==> src/rtl/dc_reset_status_ctrl_pkg.sv <==
// Shared definitions for the Dreamcast reset / status LED controller.
// Holds the LED pin mode encodings and the pulse channel state type.
package dc_reset_status_ctrl_pkg;

    // LED pin mode selected by reset_conf; any other value means "optional reset output"
    localparam logic [7:0] LEDMODE_STATUS = 8'd0;
    localparam logic [7:0] LEDMODE_DC     = 8'd2;

    typedef enum logic {
        PULSE_IDLE   = 1'b0,
        PULSE_ACTIVE = 1'b1
    } pulse_state_t;

endpackage

==> src/rtl/dc_reset_status_ctrl_glow.sv <==
// Free-running glow/blink generator for the status LED.
// Build option LED_GLOW_EN: when defined, glow is a triangle-ramp PWM;
// otherwise glow is a 50% duty square blink taken from the counter MSB.
module led_glow_gen #(
    parameter int BITPOS = 26
) (
    input  logic clock,
    input  logic nreset,
    output logic glow
);

    logic [BITPOS:0] g;

    // Free-running counter, wraps modulo 2^(BITPOS+1)
    always_ff @(posedge clock) begin
        if (!nreset) begin
            g <= '0;
        end else begin
            g <= g + 1'b1;
        end
    end

`ifdef LED_GLOW_EN
    // Brightness ramps up over the first half of the period and down over the second
    logic [7:0] ramp;
    assign ramp = g[BITPOS] ? ~g[BITPOS-1 -: 8] : g[BITPOS-1 -: 8];
    assign glow = (g[7:0] < ramp);
`else
    assign glow = g[BITPOS];
`endif

endmodule

==> src/rtl/dc_reset_status_ctrl.sv <==
// Control-domain driver for the Dreamcast reset line, the optional reset
// output and the status LED. Inputs are already synchronised flags.
// Build option LED_GLOW_EN selects PWM glow instead of square blink for
// the status indications (see led_glow_gen).
module dc_reset_status_ctrl
    import dc_reset_status_ctrl_pkg::*;
#(
    parameter int RESET_CYCLES = 8_000_000,
    parameter int SLOW_BITPOS  = 26,
    parameter int FAST_BITPOS  = 22
) (
    input  logic       clock,
    input  logic       nreset,
    input  logic       reset_dc_req,
    input  logic       reset_opt_req,
    input  logic [7:0] reset_conf,
    input  logic       pll_hdmi_ready,
    input  logic       adv7513_ready,
    input  logic       resync,
    input  logic       force_generate,
    output logic       dc_nreset_low,
    output logic       led_out,
    output logic       led_oe
);

    localparam logic [31:0] LAST_CNT = 32'(RESET_CYCLES - 1);

    // Channel 0 drives the DC reset line, channel 1 the optional reset output
    logic [1:0] req;
    logic [1:0] active_nxt;
    logic       slow_glow;
    logic       fast_glow;
    logic       oe_nxt;
    logic       out_nxt;

    assign req = {reset_opt_req, reset_dc_req};

    for (genvar i = 0; i < 2; i++) begin : g_pulse
        pulse_state_t state, state_nxt;
        logic [31:0]  cnt, cnt_nxt;

        // Pulse channel state and counter registers
        always_ff @(posedge clock) begin
            if (!nreset) begin
                state <= PULSE_IDLE;
                cnt   <= '0;
            end else begin
                state <= state_nxt;
                cnt   <= cnt_nxt;
            end
        end

        // A request always restarts the pulse; otherwise count out RESET_CYCLES
        always_comb begin
            state_nxt = state;
            cnt_nxt   = cnt;
            if (req[i]) begin
                state_nxt = PULSE_ACTIVE;
                cnt_nxt   = '0;
            end else if (state == PULSE_ACTIVE) begin
                if (cnt == LAST_CNT) begin
                    state_nxt = PULSE_IDLE;
                end
                cnt_nxt = (cnt == 32'hFFFF_FFFF) ? cnt : cnt + 32'd1;
            end
        end

        assign active_nxt[i] = (state_nxt == PULSE_ACTIVE);

        if (i == 0) begin : g_dc_out
            assign dc_nreset_low = (state == PULSE_ACTIVE);
        end
    end

    led_glow_gen #(.BITPOS(SLOW_BITPOS)) u_slow_glow (
        .clock  (clock),
        .nreset (nreset),
        .glow   (slow_glow)
    );

    led_glow_gen #(.BITPOS(FAST_BITPOS)) u_fast_glow (
        .clock  (clock),
        .nreset (nreset),
        .glow   (fast_glow)
    );

    // LED pin mux; reset-output modes follow the channel's next state so the
    // pin is aligned with the pulse itself
    always_comb begin
        oe_nxt  = 1'b1;
        out_nxt = 1'b0;
        if (reset_conf == LEDMODE_DC) begin
            oe_nxt = active_nxt[0];
        end else if (reset_conf == LEDMODE_STATUS) begin
            if (!pll_hdmi_ready) begin
                out_nxt = 1'b1;
            end else if (resync || force_generate) begin
                out_nxt = ~fast_glow;
            end else if (adv7513_ready) begin
                out_nxt = 1'b0;
            end else begin
                out_nxt = ~slow_glow;
            end
        end else begin
            oe_nxt = active_nxt[1];
        end
    end

    // Registered LED pin drive
    always_ff @(posedge clock) begin
        if (!nreset) begin
            led_oe  <= 1'b1;
            led_out <= 1'b1;
        end else begin
            led_oe  <= oe_nxt;
            led_out <= out_nxt;
        end
    end

endmodule

==> config.mk <==
export PLATFORM = sky130hd
export DESIGN_NAME = dc_reset_status_ctrl
export DESIGN_NICKNAME = d
export VERILOG_FILES = /design/src/rtl/dc_reset_status_ctrl_pkg.sv /design/src/rtl/dc_reset_status_ctrl_glow.sv /design/src/rtl/dc_reset_status_ctrl.sv
export SDC_FILE = /design/constraint.sdc
export NUM_CORES = 1
export LEC_CHECK = 0
export CAP_MARGIN = 25
export CORE_UTILIZATION = 61
export DETAILED_ROUTE_END_ITERATION = 7
export PLACE_DENSITY_LB_ADDON = 0.3
export SLEW_MARGIN = 10
export SYNTH_ARGS = -nofsm -noshare
export SYNTH_HDL_FRONTEND = slang
export SYNTH_HIERARCHICAL = 1
export SYNTH_SLANG_ARGS = --single-unit
==> constraint.sdc <==
create_clock -name clock -period 2.31 [get_ports clock]
set_input_delay 0.3465 -clock clock [delete_from_list [all_inputs] [get_ports clock]]
set_output_delay 0.3465 -clock clock [all_outputs]
set_load 0.005 [all_outputs]
# Word-level counts from Yosys, hierarchy flattened
# Index checks and enable logic that the tools add are counted.
[word_totals]
register_bits = 118
input_bits = 16
wordCells = 41
output_inout_bits = 3
[op_classes]
n_reduce_logical = 6
mux = 13
n_addsub = 4
bitwise = 5
n_eq_ne = 5
[op_table]
columns = ["operator", "n"]
rows = [
  ["adder 32 x 1 -> 32 bit (second input constant)", 2],
  ["equality test 32 x 23 -> 1 bit (second input constant)", 2],
  ["equality test 32 bit (second input constant)", 2],
  ["adder 27 x 1 -> 27 bit (second input constant)", 1],
  ["adder 23 x 1 -> 23 bit (second input constant)", 1],
  ["2-to-1 mux 1 bit", 13],
  ["equality test 8 x 2 -> 1 bit (second input constant)", 1],
  ["zero test 8 bit", 1],
  ["NOT 1 bit", 5],
  ["AND reduction 2 bit", 2],
  ["OR reduction 2 bit", 2],
  ["logical OR 1 bit", 1],
]

# Logic depth before layout (Yosys ltp)
# Gate-level depths: netlist (run 1).
[logic_depth]
depth_word = 6
depth_mapped = 8
ltp_nobuf = 6

# Hierarchy
# The synthesis (run 1) kept the hierarchy.
[by_module_without_submodules]
columns = ["mod", "n_inst", "cells_per_inst", "area_each_um2", "seq_area_each_um2"]
rows = [
  ["dc_reset_status_ctrl", 1, 420, 3487.1, 1361.3],
  ["led_glow_gen at u_slow_glow", 1, 139, 1247.4, 540.5],
  ["led_glow_gen at u_fast_glow", 1, 114, 1006.0, 460.4],
]

# Least setup slack after synthesis (run 1)
# OpenSTA, ideal clock, no wires.
[synth_timing]
path_kind = "register -> register"
from = "reg u_slow_glow.g[0]"
to = "reg u_slow_glow.g[26]"
n_path_buf = 1
required_ps = 2240
synth_period_minus_slack_ps = 1937
arrival_time_ps = 1867
slack_ps = 373
setup_time_ps = 70
stages_incl_launch_ff = 7
cell_sequence = "dfxtp_1 > ha_1 > nand4_2 > or3_4 > buf_6 > or4_1 > a21oi_1"
[synth_between]
elab_chain_cells = 1
[synth_lines]
columns = ["element", "line_no", "text"]
rows = [
  ["start, declared", "dc_reset_status_ctrl_glow.sv:12", "logic [BITPOS:0] g;"],
  ["start signal, assigned", "dc_reset_status_ctrl_glow.sv:19", "g <= g + 1'b1;"],
  ["adder 27 x 1 -> 27 bit", "dc_reset_status_ctrl_glow.sv:19", ""],
]
# Every way passes these cells.
# A chain may end at the register's enable or synchronous reset.

# Worst setup path in the final report (run 1)
[layout_timing]
from = "reg u_slow_glow.g[0]"
to = "reg u_slow_glow.g[24]"
# Same word-level chain as after synthesis.

==> metrics, run 1 <==
outcome complete, no violations; gr usage total 0.275; Period minus WS final ~2.1 ns; WL/cell roughly 16 um; Final GP Congestion ~0.86; Site Rows 35; core area 9200 um^2; Hold Crit Start u_slow_glow/g[0]$_SDFF_PN0_; Synthesis Warnings 6; Detailed Place HPWL 8410 um; antenna viol nets, final 0; synth top area cells dfxtp_1 (41%), a21oi_1 (5.2%), or3_1 (4.1%), nand2_1 (3.8%), o21ai_0 (3.7%); CTS tree done; CTS buffer count 17; largest net degree at the start of global routing 30; final setup fails 0; most common cell after layout, fill and taps aside dfxtp_1; startpoint class of the critical path register; global-route wire length before repair 21,800 um; Ports 19; Reg-to-Reg Start u_slow_glow/g[0]$_SDFF_PN0_; placed cell areas 6040 um^2; vias in the first global route roughly 5,000; layout overhead on the synthesized area 15.7%; number of synthesized register bits 118; register area share after synthesis 0.412; 1st-pass router iterations 5; Worst EP required 2.75 ns; fin crit share 0.919; top_reg_cell synth dfxtp_1; die height just under 100 um; Syn Nets a little under 700; antenna fix cells 0; gr ovfl total 0; Slew Viols, Final 0; DRT iter0 DRCs approximately 260; Worst-Margin Slew approximately 0.49 ns; Final Util 0.722; number of fill cells between 600 and 700; depth of the CTS H-tree 4; Design Area, Final approximately 6600 um^2; Multi-input gate area 3200 um^2; Slew headroom 0.668; worst hold path class register to register; routed vias/inst 6.41; setup tns final 0 ns; Peak VDD IR ~0.00073 V; DRC Markers 0; mapped cell area ~5700 um^2; most frequent cells in the layout dfxtp_1 (118), a21oi_1 (60), nand2_1 (58); worst skew pair latency 0.51 ns; Mapped Cells around 670; DIE WIDTH slightly below 100 um; Crit Path Class register to register; initial core utilization 0.624; worst path arrival time ~2.6 ns; DIE AREA approximately 9800 um^2; final WL around 13,000 um; port bufs 18; hold depth 1; Clk pin slew, worst setup/hold paths around 0.06 ns; antenna violations before repair 0; Sink Count ~120; clock root buffer master clkbuf_8; Layout Skew around 0.0093 ns; power per cell area around 730 nW/um^2; Pleak 2.11 nW; critical path peak fanout 12; post-synth top area cell dfxtp_1; hold endpoint u_slow_glow/g[0]$_SDFF_PN0_; Register-to-Register Path Depth 5; share of Yosys cell area claimed by the top area cell type 0.412; RSZ-0062 raised after global routing false; Fmax around 470 MHz; post-synthesis async set-or-reset flop share 0; Avg Inst Size Synth approximately 8.5 um^2; maxcap violations 0; Final Hold Vio Count 0; maximum clock path buffer count 2; r2r endpoint u_slow_glow/g[24]$_SDFF_PN0_; library cells used by synthesis 56; via count approximately 5,300; Post-CTS Setup Bufs 0; share of layout cells above drive strength 1 0.0959; R2R Setup Slk roughly 0.19 ns; endpoint type of the worst setup path register; EDFF count, synth 0; NumNets Final approximately 720; register area between 2000 and 2500 um^2
-- how the worst max path moves through the flow --
stage | start | endpoint | cells after the start
6_report | u_slow_glow/g[0]$_SDFF_PN0_ | u_slow_glow/g[24]$_SDFF_PN0_ | 5
5_1_grt | g_pulse[0].cnt[0]$_SDFFE_PP0P_ | g_pulse[0].cnt[28]$_SDFFE_PP0P_ | 6
4_1_cts | g_pulse[0].cnt[0]$_SDFFE_PP0P_ | g_pulse[0].cnt[28]$_SDFFE_PP0P_ | 6
3_5_place_dp | reset_conf[6] | led_oe$_SDFF_PN1_ | 5
3_3_place_gp | reset_conf[6] | led_oe$_SDFF_PN1_ | 5
2_1_floorplan | u_slow_glow/g[0]$_SDFF_PN0_ | u_slow_glow/g[26]$_SDFF_PN0_ | 6
-- flip-flops by register name (all words and copies together), names as in the netlist --
name,flops
led_oe,1
dc_nreset_low,1
led_out,1
u_fast_glow/g,23
g_pulse.cnt,64
g_pulse.state,1
u_slow_glow/g,27
-- what timing repair did --
action                     CTS  global route
setup endpoints to repair    0             2
hold buffers                 0             0
resized for setup            0             2
-- synth_stat cells, types with 6 or more instances --
master and n:
a21oi_1 60, inv_1 16, nor2_1 42, and2_1 9, dfxtp_1 118, nand2b_1 6
clkbuf_1 16, or4_1 28, nor3_1 6, and4_1 20, o31ai_1 16, xor2_1 13
buf_2 8, nand2_1 58, nand3_1 37, xnor2_1 21, o21ai_0 43, or3_1 38
and3_1 15, o211ai_1 13, nand4_1 19, nor4_1 14
-- logic make-up after synthesis --
kind of cell,synth area share
XOR/XNOR,0.0519
buffers and inverters,0.0331
AO/OA/AOI/OAI,0.173
flip-flops,0.412
adder cells (fa/ha/maj),0.00872
AND/OR/NAND/NOR,0.320
multiplexers,0.00174
-- critical path: stages (launching register included) --
cell and delay [ns]:
dfxtp_1 0.37, ha_1 0.23, nand4_2 0.20, or3_4 0.51, or4_1 0.55, a21oi_1 0.19
-- where the power goes --
group          switching (W)  internal (W)
Sequential         0.0000163       0.00205
Clock               0.000941       0.00167
Combinational      0.0000770     0.0000620
Total                0.00103       0.00378
-- final cells by class --
cell class	instances	share of cell area
multi-input cells	512	0.482
flip-flops and latches	118	0.356
clock buffers	20	0.0656
repair buffers	31	0.0437
clock inverters	12	0.0230
well taps	111	0.0209
inverters	16	0.00904
-- through the flow --
step	setup WS (ns)	std cells	hold WS [ns]	total power [W]
2_1_floorplan	0.373	673	0.408	0.00218
3_3_place_gp	0.204	788	0.443	0.00224
3_5_place_dp	0.158	788	0.464	0.00225
4_1_cts	0.196	820	0.477	0.00484
5_1_grt	0.0607	820	0.491	0.00495
6_report	0.187	820	0.475	0.00482
-- layer usage --
metal	share of wire	vias up	track usage
met5	0	-	0
li1	-	2576	-
met1	0.43	2540	0.318
met4	0.017	0	0.121
met3	0.042	19	0.0567
met2	0.51	123	0.488
No activity file was read; power rests on OpenSTA's default activity.
==> run 2: changes to the inputs <==
--- a/config.mk
+++ b/config.mk
@@ -8,7 +8,7 @@
 export CAP_MARGIN = 25
 export CORE_UTILIZATION = 61
 export DETAILED_ROUTE_END_ITERATION = 7
-export PLACE_DENSITY_LB_ADDON = 0.3
+export PLACE_DENSITY = 0.75
 export SLEW_MARGIN = 10
 export SYNTH_ARGS = -nofsm -noshare
 export SYNTH_HDL_FRONTEND = slang
==> run 2 against run 1 <==
Effect of this change: wire length decreased by 2.4%; combinational power about the same; cell count increased by 0.24%; register-to-register slack improved by 0.03 ns; clock power increased by 4%.
==> metrics, run 2 (same netlist as run 1, synthesis figures left out) <==
layout overhead on the synthesized area 15.9% (was 15.7%); DRT iter0 DRCs 243 (was 258); worst path arrival time 2.54 ns (was 2.56 ns); clock root buffer master clkbuf_8 (unchanged); Worst EP required 2.75 ns (about the same); DIE WIDTH 99.0 um (unchanged); most common cell after layout, fill and taps aside dfxtp_1 (unchanged); Final Hold Vio Count 0 (unchanged); via count 5,116 (was 5,258); Design Area, Final 6650 um^2 (was 6640 um^2); Final GP Congestion 0.829 (was 0.862); Fmax 477 MHz (was 471 MHz); DRC Markers 0 (unchanged); Detailed Place HPWL 8430 um (was 8410 um); gr ovfl total 0 (unchanged); Sink Count 118 (unchanged); die height 99.0 um (unchanged); outcome complete, no violations (unchanged); worst hold path class register to register (unchanged); R2R Setup Slk 0.21 ns (was 0.19 ns); final WL 12,500 um (was 12,800 um); Ports 19 (unchanged); global-route wire length before repair 21,500 um (was 21,800 um); critical path peak fanout 11 (was 12); DIE AREA 9800 um^2 (unchanged); Post-CTS Setup Bufs 0 (unchanged); vias in the first global route 4,793 (was 4,957); maximum clock path buffer count 2 (unchanged); Layout Skew 0.00786 ns (was 0.00930 ns); Flop pwr share 0.421 (was 0.429); Clk pwr share 0.552 (was 0.542); total power after layout 0.00492 W (was 0.00482 W); startpoint class of the critical path register (unchanged); CTS tree done (unchanged); Site Rows 35 (unchanged); top flop regs g_pulse.cnt x64, u_slow_glow/g x27, u_fast_glow/g x23 (unchanged); routed vias/inst 6.22 (was 6.41); 1st-pass router iterations 4 (was 5); endpoint type of the worst setup path register (unchanged); post-CTS sizing 0 (unchanged); Comb power frac 0.028 (was 0.029); setup tns final 0 ns (unchanged); Pleak 2.15 nW (was 2.11 nW); final setup fails 0 (unchanged); maxcap violations 0 (unchanged); Peak VDD IR 0.000566 V (was 0.000733 V); RSZ-0062 raised after global routing false (unchanged); depth of the CTS H-tree 4 (unchanged); Slew headroom 0.636 (was 0.668); max FFs per register 64 (unchanged); Slew Viols, Final 0 (unchanged); Register-to-Register Path Depth 7 (was 5); placed cell areas 6040 um^2 (about the same); Crit Path Class register to register (unchanged); Clk pin slew, worst setup/hold paths 0.06 ns (about the same); Reg with most FFs g_pulse.cnt (unchanged); antenna violations before repair 0 (unchanged); power per cell area 739 nW/um^2 (was 725 nW/um^2); share of layout cells above drive strength 1 0.0970 (was 0.0959); core area 9200 um^2 (unchanged); largest net degree at the start of global routing 25 (was 30); NumNets Final 718 (was 716); antenna fix cells 0 (unchanged); WL/cell 15.2 um (was 15.6 um); switching power 0.00102 W (was 0.00103 W); initial core utilization 0.624 (unchanged); Worst-Margin Slew 0.545 ns (was 0.494 ns); worst skew pair latency 0.51 ns (about the same); fin crit share 0.908 (was 0.919); Switching Fraction 0.208 (was 0.215); port bufs 18 (unchanged); CTS Hold Bufs 0 (unchanged); Period minus WS final 2.10 ns (was 2.12 ns); gr usage total 0.274 (was 0.275); hold depth 1 (unchanged); Cell Int Power 0.00390 W (was 0.00378 W); antenna viol nets, final 0 (unchanged); CTS buffer count 17 (unchanged); most frequent cells in the layout dfxtp_1 (118), a21oi_1 (60), nand2_1 (58) (unchanged)
==> run 2: path summary, 6_finish.rpt <==
kind                             startpoint                               to
max reg2reg  g_pulse[0].cnt[0]$_SDFFE_PP0P_  g_pulse[0].cnt[15]$_SDFFE_PP0P_
min             u_slow_glow/g[0]$_SDFF_PN0_      u_slow_glow/g[0]$_SDFF_PN0_
min reg2reg     u_slow_glow/g[0]$_SDFF_PN0_      u_slow_glow/g[0]$_SDFF_PN0_
max          g_pulse[0].cnt[0]$_SDFFE_PP0P_  g_pulse[0].cnt[15]$_SDFFE_PP0P_
==> run 2: power groups by stage <==
stage,sequential (W),clock [W],combinational (W)
after floorplan,0.00211,0,0.0000667
after global placement,0.00211,0,0.000132
after detailed placement,0.00211,0,0.000136
after CTS,0.00207,0.00275,0.000137
after global routing,0.00207,0.00286,0.000148
final,0.00207,0.00271,0.000136
==> run 2: per-stage QoR <==
stage	utilization	worst slack (ns)	hold slack [ns]	cells
2_1_floorplan	-	0.373	0.408	673
6_report	0.723	0.213	0.460	822
5_1_grt	0.723	0.0667	0.476	822
3_3_place_gp	0.657	0.316	0.443	790
3_5_place_dp	0.657	0.250	0.452	790
4_1_cts	0.723	0.222	0.460	822
==> run 2: final cells by class <==
| class | instances | area [um^2] |
|---|---|---|
| multi-input cells | 512 | 3190 |
| fillers | 705 | 2540 |
| flip-flops and latches | 118 | 2360 |
| clock buffers | 20 | 435 |
| repair buffers | 33 | 293 |
| clock inverters | 12 | 175 |
| well taps | 111 | 139 |
| inverters | 16 | 60.1 |
==> run 2: layer usage <==
metal,vias to the layer above,track usage,share of wire
met2,110,0.457,0.49
met4,0,0.114,0.019
met3,24,0.0681,0.040
li1,2582,-,-
met5,-,0,0
met1,2400,0.338,0.45
==> run 2: critical path, cell delays in order, from the launching register on <==
cell and delay (ns):
dfxtp_1 0.33, ha_1 0.22, and4_1 0.26, nand3_1 0.23
o311ai_1 0.18, buf_4 0.20, or4_1 0.46, a21oi_1 0.14
==> run 3: changes to the inputs <==
--- a/config.mk
+++ b/config.mk
@@ -8,6 +8,7 @@
 export CAP_MARGIN = 25
 export CORE_UTILIZATION = 61
 export DETAILED_ROUTE_END_ITERATION = 7
+export GPL_ROUTABILITY_DRIVEN = 0
 export PLACE_DENSITY = 0.75
 export SLEW_MARGIN = 10
 export SYNTH_ARGS = -nofsm -noshare
==> results of run 3 <==
No change in the layout: final DEF, timing and power equal those of run 2.
